## src/rtl/stage_combine_pkg.sv

```systemverilog
// Shared types and defaults for the stage_combine_sync elastic pipeline stage.
package stage_combine_pkg;

    localparam int unsigned DEFAULT_DATA_WIDTH = 3;

    typedef enum logic [1:0] {
        ST_EMPTY = 2'd0,
        ST_ONE   = 2'd1,
        ST_FULL  = 2'd2
    } state_e;

endpackage

```

## src/rtl/stage_combine_sync_if.sv

```systemverilog
// Valid/ack handshake bundle for stage_combine_sync: upstream (producer) and downstream (consumer).
interface stage_combine_sync_if
    import stage_combine_pkg::*;
#(
    parameter int unsigned DATA_WIDTH = DEFAULT_DATA_WIDTH
);
    logic                  valid_in;
    logic [DATA_WIDTH-1:0] data_in;
    logic                  ack_out;
    logic                  valid_out;
    logic [DATA_WIDTH-1:0] data_out;
    logic                  ack_in;

    // master drives beats in and consumes beats out; slave is the stage itself
    modport master (
        output valid_in, data_in, ack_in,
        input  ack_out, valid_out, data_out
    );

    modport slave (
        input  valid_in, data_in, ack_in,
        output ack_out, valid_out, data_out
    );

endinterface

```

## src/rtl/stage_combine_sync.sv

```systemverilog
// Two-entry elastic stage (main + skid) with registered ack_out, synchronous active-high reset.
// Define STAGE_COMBINE_BYPASS_EN for zero-latency pass-through while the stage is empty.
module stage_combine_sync
    import stage_combine_pkg::*;
#(
    parameter int unsigned DATA_WIDTH = DEFAULT_DATA_WIDTH
) (
    input logic                 clk,
    input logic                 rst,
    stage_combine_sync_if.slave bus
);

    state_e                state_q, state_d;
    logic [DATA_WIDTH-1:0] main_q, main_d;
    logic [DATA_WIDTH-1:0] skid_q, skid_d;
    logic                  ack_q, ack_d;

    logic                  in_xfer;
    logic                  out_xfer;
    logic                  valid_out;
    logic [DATA_WIDTH-1:0] data_out;

    assign in_xfer = bus.valid_in & ack_q;

`ifdef STAGE_COMBINE_BYPASS_EN
    // While empty the incoming beat is presented straight to the consumer.
    always_comb begin
        if (state_q == ST_EMPTY) begin
            valid_out = in_xfer;
            data_out  = bus.data_in;
        end else begin
            valid_out = 1'b1;
            data_out  = main_q;
        end
    end
`else
    always_comb begin
        valid_out = (state_q != ST_EMPTY);
        data_out  = main_q;
    end
`endif

    assign out_xfer      = valid_out & bus.ack_in;
    assign bus.valid_out = valid_out;
    assign bus.data_out  = data_out;
    assign bus.ack_out   = ack_q;

    always_comb begin
        state_d = state_q;
        main_d  = main_q;
        skid_d  = skid_q;
        unique case (state_q)
            ST_EMPTY: begin
`ifdef STAGE_COMBINE_BYPASS_EN
                // A beat consumed in the same cycle is never stored.
                if (in_xfer && !bus.ack_in) begin
                    state_d = ST_ONE;
                    main_d  = bus.data_in;
                end
`else
                if (in_xfer) begin
                    state_d = ST_ONE;
                    main_d  = bus.data_in;
                end
`endif
            end
            ST_ONE: begin
                if (in_xfer && out_xfer) begin
                    main_d = bus.data_in;
                end else if (in_xfer) begin
                    state_d = ST_FULL;
                    skid_d  = bus.data_in;
                end else if (out_xfer) begin
                    state_d = ST_EMPTY;
                end
            end
            ST_FULL: begin
                if (out_xfer) begin
                    state_d = ST_ONE;
                    main_d  = skid_q;
                end
            end
            default: state_d = ST_EMPTY;
        endcase
        // ack_out is registered, so it reflects whether the next state has a free slot.
        ack_d = (state_d != ST_FULL);
    end

    always_ff @(posedge clk) begin
        if (rst) begin
            state_q <= ST_EMPTY;
            main_q  <= '0;
            skid_q  <= '0;
            ack_q   <= 1'b0;
        end else begin
            state_q <= state_d;
            main_q  <= main_d;
            skid_q  <= skid_d;
            ack_q   <= ack_d;
        end
    end

endmodule

```

## src/flat_wrapper.sv

```systemverilog
// flat-port wrapper written by rule: the top's interface ports become plain ports
module stage_combine_sync_flat import stage_combine_pkg::*;
#(
    parameter int unsigned DATA_WIDTH = DEFAULT_DATA_WIDTH
)
  (clk, rst, bus_valid_in, bus_data_in, bus_ack_in, bus_ack_out, bus_valid_out, bus_data_out);
  stage_combine_sync_if #(.DATA_WIDTH(DATA_WIDTH)) bus_i ();
  input logic clk;
  input logic rst;
  input wire logic [$bits(bus_i.valid_in)-1:0] bus_valid_in;
  input wire logic [$bits(bus_i.data_in)-1:0] bus_data_in;
  input wire logic [$bits(bus_i.ack_in)-1:0] bus_ack_in;
  output wire logic [$bits(bus_i.ack_out)-1:0] bus_ack_out;
  output wire logic [$bits(bus_i.valid_out)-1:0] bus_valid_out;
  output wire logic [$bits(bus_i.data_out)-1:0] bus_data_out;
  assign bus_i.valid_in = bus_valid_in;
  assign bus_i.data_in = bus_data_in;
  assign bus_i.ack_in = bus_ack_in;
  assign bus_ack_out = bus_i.ack_out;
  assign bus_valid_out = bus_i.valid_out;
  assign bus_data_out = bus_i.data_out;
  stage_combine_sync #(.DATA_WIDTH(DATA_WIDTH)) u_core (.clk(clk), .rst(rst), .bus(bus_i));
endmodule
```

## config.mk

```make
export PLATFORM = sky130hd
export DESIGN_NAME = stage_combine_sync_flat
export DESIGN_NICKNAME = d
export VERILOG_FILES = /design/src/rtl/stage_combine_pkg.sv /design/src/rtl/stage_combine_sync_if.sv /design/src/rtl/stage_combine_sync.sv /design/src/flat_wrapper.sv
export SDC_FILE = /design/constraint.sdc
export NUM_CORES = 1
export LEC_CHECK = 0
export ABC_AREA = 1
export CAP_MARGIN = 20
export CORE_AREA = 2 2 39 41
export CTS_CLUSTER_DIAMETER = 200
export CTS_CLUSTER_SIZE = 20
export DETAILED_ROUTE_END_ITERATION = 8
export DIE_AREA = 0 0 41 43
export PLACE_DENSITY_LB_ADDON = 0.25
export SLEW_MARGIN = 20
export SYNTH_ARGS = -nofsm -noshare
export SYNTH_HDL_FRONTEND = slang
export SYNTH_SLANG_ARGS = --single-unit
export TNS_END_PERCENT = 30
```

## constraint.sdc

```tcl
create_clock -name clk -period 1.55 [get_ports clk]
set_clock_uncertainty 0.15 [all_clocks]
set_input_delay 0.31 -clock clk [delete_from_list [all_inputs] [get_ports clk]]
set_output_delay 0.31 -clock clk [all_outputs]
set_load 0.02 [all_outputs]
```

==> results of run 1 <==
## metrics by stage
step | setup WS, ns | util | std cells
floorplan | 0.3691 | - | 63
global placement | -0.01265 | 0.4159 | 93
detailed placement | -0.02365 | 0.4159 | 93
CTS | 0.02802 | 0.4304 | 97
global route | 0.01220 | 0.4313 | 97
finish | 0.06400 | 0.4313 | 97
## power groups by stage
stage / clock [mW] / combinational (mW) / sequential [mW]
after global placement: 0 / 0.0997 / 0.253
after floorplan: 0 / 0.0421 / 0.263
final: 0.188 / 0.0924 / 0.247
after global routing: 0.201 / 0.103 / 0.249
after detailed placement: 0 / 0.0995 / 0.253
after CTS: 0.191 / 0.0931 / 0.247
## sequential cells by signal (all words and copies together), names as in the netlist
register	count
u_core.state_q	2
u_core.bus.data_out	3
u_core.skid_q	3
u_core.bus.ack_out	1
## layer usage
| metal | global-route usage | vias to the layer above |
|---|---|---|
| li1 | - | 228 |
| met1 | 0.1629 | 171 |
| met2 | 0.1688 | 8 |
| met3 | 0.04712 | 5 |
| met4 | 0.1000 | 0 |
| met5 | 0 | - |
## worst min-delay path by stage
stage                             startpoint                             to  cells past startpoint
2_1_floorplan                            rst   u_core.state_q[0]$_SDFF_PP0_                      1
3_3_place_gp   u_core.skid_q[0]$_SDFFE_PP0P_  u_core.skid_q[0]$_SDFFE_PP0P_                      2
3_5_place_dp   u_core.skid_q[0]$_SDFFE_PP0P_  u_core.skid_q[0]$_SDFFE_PP0P_                      2
4_1_cts        u_core.skid_q[1]$_SDFFE_PP0P_  u_core.skid_q[1]$_SDFFE_PP0P_                      2
5_1_grt        u_core.skid_q[2]$_SDFFE_PP0P_  u_core.skid_q[2]$_SDFFE_PP0P_                      2
6_report       u_core.skid_q[1]$_SDFFE_PP0P_  u_core.skid_q[1]$_SDFFE_PP0P_                      2
## final cells by class
class                   count  area (µm²)
clock buffers               4       26.28
fillers                   150       787.0
inverters                   8       30.03
multi-input cells          46       212.7
flip-flops and latches      9       180.2
well taps                  16       20.02
repair buffers             14       127.6
## critical path: cells and delay by family (launching register included)
| kind | cells | cell delay [ns] |
|---|---|---|
| buffers and inverters | 2 | 0.35 |
| flip-flops | 1 | 0.34 |
| AND/OR/NAND/NOR | 1 | 0.07 |
## cells in the mapped netlist
cell type / n
inv_2: 1
nand4_1: 1
nand2_4: 1
dfxtp_1: 9
nor2_1: 12
nand2_1: 15
a21oi_1: 2
nand2_2: 4
inv_1: 7
nor2_2: 3
nand3_1: 5
o21ai_0: 3
## kinds of logic (layout without fill, tap and decap cells)
| kind of cell | count (synthesis) | after routing | share of synthesized area |
|---|---|---|---|
| buf+inv | 8 | 26 | 0.07101 |
| flops | 9 | 9 | 0.4260 |
| simple gates | 41 | 41 | 0.4438 |
| compound gates | 5 | 5 | 0.05916 |
==> results_dict.tcl, run 1 <==
set metrics [dict create \
    rsz0062_at_grt "no" \
    gp_congestion 0.7964 \
    clock_path_buffers 2 \
    synth_area_um2 422.9 \
    wl_met1_um 399 \
    finalHoldViolations 0 \
    die_w_um 41 \
    max_stage_delay_ns 0.34 \
    core_um2 1384 \
    slew_viol_final 0 \
    r2r-start "u_core.state_q[0]$_SDFF_PP0_" \
    tightest_slew_ns 0.2064 \
    synth_top_cell_area_share 0.4260 \
    syn_to_final_growth_pct 41.12 \
    r2r-end "u_core.skid_q[2]$_SDFFE_PP0P_" \
    post_dp_cell_area_um2 575.6 \
    r2r_slack_ns 0.29 \
    ant_nets 0 \
    period_minus_slack_ns 1.486 \
    required_ns 1.09 \
    p_sw_uw 143.4 \
    cts_max_level 1 \
    grt.total_usage 0.1290 \
    dr_wl_met2_um 354 \
    crit_chain "inv_2 -> nand2_2 -> clkdlybuf4s15_1" \
    power_uw 527.6 \
    ys_seq_area_frac 0.4260 \
    tns_ns 0 \
    grt_max_degree 8 \
    antenna_found_initial 0 \
    wl_met3_um 26 \
    layout_commonest_cell "nand2_1" \
    syn-instance-count 63 \
    synth_top_area_cell "dfxtp_1" \
    route.detailed.drc 0 \
    yosys_register_bits 9 \
    port-buffer-count 11 \
    clkLatencyLatePin_ns 0.27 \
    postLayoutCellArea_um2 596.8 \
    comb_power_share 0.175 \
    routed_wl_um 818 \
    yosys_warnings 0 \
    cts_tree "yes" \
    post_cts_resized 5 \
    critPathMaxFanout 3 \
    wl_per_cell_um 8.433 \
    topRoutingLayerUsed "met4" \
    p_per_area_nw_per_um2 884.0 \
    hold_class "reg2reg" \
    dieArea_um2 1763 \
    cts_inserted_buffers 3 \
    place_hpwl_um 646.6 \
    drt_iter0_markers 5 \
    setup_violations 0 \
    cts.reportedPaths.clkPinSlew_ns 0.06 \
    worst_r2r_path_depth 6 \
    mostFrequentLayoutCells "nand2_1, nor2_1, dfxtp_1" \
    crit_start "u_core.state_q[1]$_SDFF_PP0_" \
    synth.distinct_cells 12 \
    routed_via_density 4.247 \
    io_pins 12 \
    hold_ws_ns 0.3426 \
    status "finished clean" \
    p_leak_nw 0.2991 \
    grt_pass1_vias 397 \
    path_class "reg2out" \
    firstDrtPassIters 2 \
    sw_frac_of_total 0.2718 \
    gr-total-overflow 0 \
    numClockSinks 9 \
    max_cap_viol_count 0 \
    power_frac_clock 0.356 \
    relSlewSlack 0.8629 \
    diodes 0 \
    endpoint "bus_valid_out" \
    synth.top_cells.by_area "dfxtp_1, nand2_1, nor2_1" \
    syn_nets 70 \
    grt_pass1_wl_um 1518 \
    power_frac_seq 0.469 \
    via_count 412 \
    cts_setup_buffers 0 \
    cp-end-kind "output pin" \
    start_kind "flip-flop" \
    min_period_over_period 0.9587 \
    crit_path_top_delay_cell "dfxtp_1" \
    ir_drop_uv 433.1 \
    die_h_um 43 \
    max_freq_mhz 672.9 \
    cts_root_buf "clkbuf_4" \
    internal_power_uw 384.2 \
    avgSynthCellArea_um2 6.713 \
    drive_above_1_share 0.1852 \
    start_util 0.3056 \
    rows 14 \
    worstPathArrival_ns 1.03 \
    final_nets 89 \
    cts_hold_buffers 0 \
]
(Power assumes the default switching activity.)
==> run 2: changes to the inputs <==
--- a/config.mk
+++ b/config.mk
@@ -7,11 +7,10 @@
 export LEC_CHECK = 0
 export ABC_AREA = 1
 export CAP_MARGIN = 20
-export CORE_AREA = 2 2 39 41
+export CORE_UTILIZATION = 32
 export CTS_CLUSTER_DIAMETER = 200
 export CTS_CLUSTER_SIZE = 20
 export DETAILED_ROUTE_END_ITERATION = 8
-export DIE_AREA = 0 0 41 43
 export PLACE_DENSITY_LB_ADDON = 0.25
 export SLEW_MARGIN = 20
 export SYNTH_ARGS = -nofsm -noshare
==> run 2 against run 1 <==
Compared with the run above:
- global-route usage rose by 0.49 points
- hold slack improved by 0.0016 ns
- critical endpoint is now bus_ack_out
- fmax rose by 4.1%
- count of clock-buffer cells in the layout fell by 1
- worst setup slack improved by 0.059 ns
- critical path depth fell by 2
- die area fell by 17%
- sequential power barely moved
- sequential share of layout area rose by 0.71 points
==> results_dict.tcl, run 2 (synthesized netlist as in run 1, its figures left out) <==
set metrics [dict create \
    status "finished clean" \
    crit_chain "dlygate4sd2_1" \
    tightest_slew_ns 0.2002 \
    clock_path_buffers 2 \
    power_frac_clock 0.356 \
    syn_to_final_growth_pct 37.87 \
    diodes 0 \
    cp_num_buf_inv 1 \
    min_period_over_period 0.9205 \
    crit_start "u_core.bus.ack_out$_SDFF_PP0_" \
    critPathMaxFanout 3 \
    max_freq_mhz 700.9 \
    firstDrtPassIters 3 \
    core_um2 1171 \
    place_hpwl_um 636 \
    max_cap_viol_count 0 \
    tns_ns 0 \
    comb_power_share 0.172 \
    layout_commonest_cell "nand2_1" \
    grt_pass1_vias 321 \
    wl_met1_um 415 \
    setup_violations 0 \
    multi_input_area_um2 212.7 \
    grt.total_usage 0.1339 \
    topRoutingLayerUsed "met4" \
    slew_viol_final 0 \
    die_w_um 38.36 \
    clkLatencyLatePin_ns 0.27 \
    place_ws_ns -0.05978 \
    r2r-start "u_core.state_q[0]$_SDFF_PP0_" \
    route.detailed.drc 0 \
    routed_via_density 4.447 \
    max_stage_delay_ns 0.36 \
    register_area_um2 180.2 \
    gp_congestion 0.8078 \
    ant_nets 0 \
    period_minus_slack_ns 1.427 \
    via_count 418 \
    cts_root_buf "clkbuf_4" \
    path_delay_family "flip-flops" \
    drive_above_1_share 0.2000 \
    rsz0062_at_grt "no" \
    start_util 0.3611 \
    final_nets 88 \
    cts_hold_buffers 0 \
    die_h_um 38.36 \
    crit_path_top_delay_cell "dfxtp_1" \
    grt_max_degree 8 \
    cts_inserted_buffers 3 \
    sw_frac_of_total 0.2805 \
    p_sw_uw 147.2 \
    routed_wl_um 842 \
    required_ns 1.09 \
    worstHoldStart "u_core.skid_q[2]$_SDFFE_PP0P_" \
    finalHoldViolations 0 \
    hold_ws_ns 0.3442 \
    grt_pass1_wl_um 1297 \
    power_frac_seq 0.472 \
    fill_cells 128 \
    gr-total-overflow 0 \
    relSlewSlack 0.8651 \
    wl_per_cell_um 8.957 \
    cts.reportedPaths.clkPinSlew_ns 0.07 \
    numClockSinks 9 \
    wl_met3_um 56 \
    path_class "reg2out" \
    dieArea_um2 1471 \
    fin_ws_ns 0.1232 \
    port-buffer-count 11 \
    cp-end-kind "output pin" \
    worstPathArrival_ns 0.97 \
    rows 12 \
    p_leak_nw 0.2969 \
    drt_iter0_markers 9 \
    internal_power_uw 377.7 \
    p_per_area_nw_per_um2 900.3 \
    postLayoutCoreUtil 0.4979 \
    cts_tree "yes" \
    post_dp_cell_area_um2 565.5 \
    start_kind "flip-flop" \
    mostFrequentLayoutCells "nand2_1, nor2_1, dfxtp_1" \
    hold_class "reg2reg" \
    postLayoutCellArea_um2 583.1 \
    ir_drop_uv 506.6 \
    cts_max_level 1 \
    antenna_found_initial 0 \
    io_pins 12 \
    dr_wl_met2_um 357 \
]
[run 2: layer usage]
layer / up-vias / global-route usage
li1: 228 / -
met1: 178 / 0.1509
met2: 10 / 0.1992
met3: 2 / 0.08721
met4: 0 / 0.05172
met5: - / 0
[run 2: per-stage QoR]
step                      instances  total power, mW
final                            94           0.5249
after global routing             94           0.5558
after CTS                        94           0.5354
after detailed placement         90           0.3509
after global placement           90           0.3501
after floorplan                  63           0.3052
[run 2: what timing repair did]
| item | 4_1_cts | 5_1_grt |
|---|---|---|
| gates resized for setup | 5 | 2 |
| setup buffers | 0 | 0 |
| setup endpoints to repair | 5 | 1 |
| pin swaps | 0 | 0 |
[run 2: layout make-up]
type	instances	share of cell area
well taps	14	0.03004
clock buffers	3	0.03863
inverters	8	0.05150
flip-flops and latches	9	0.3090
clock inverters	1	0.008584
repair buffers	13	0.1974
multi-input cells	46	0.3648
[run 2: power groups by stage]
stage / combinational (mW) / clock (mW) / sequential [mW]
CTS: 0.0913 / 0.197 / 0.248
floorplan: 0.0421 / 0 / 0.263
global route: 0.101 / 0.206 / 0.249
global placement: 0.0972 / 0 / 0.253
detailed placement: 0.0977 / 0 / 0.253
finish: 0.0903 / 0.187 / 0.248
[run 2: worst paths after layout]
| path | depth (start not counted) | end | slack (ns) |
|---|---|---|---|
| hold reg to reg | 2 | u_core.skid_q[2]$_SDFFE_PP0P_ | 0.34 |
| setup reg to reg | 6 | u_core.skid_q[0]$_SDFFE_PP0P_ | 0.26 |
| setup / recovery | 1 | bus_ack_out | 0.12 |
| hold / removal | 2 | u_core.skid_q[2]$_SDFFE_PP0P_ | 0.34 |
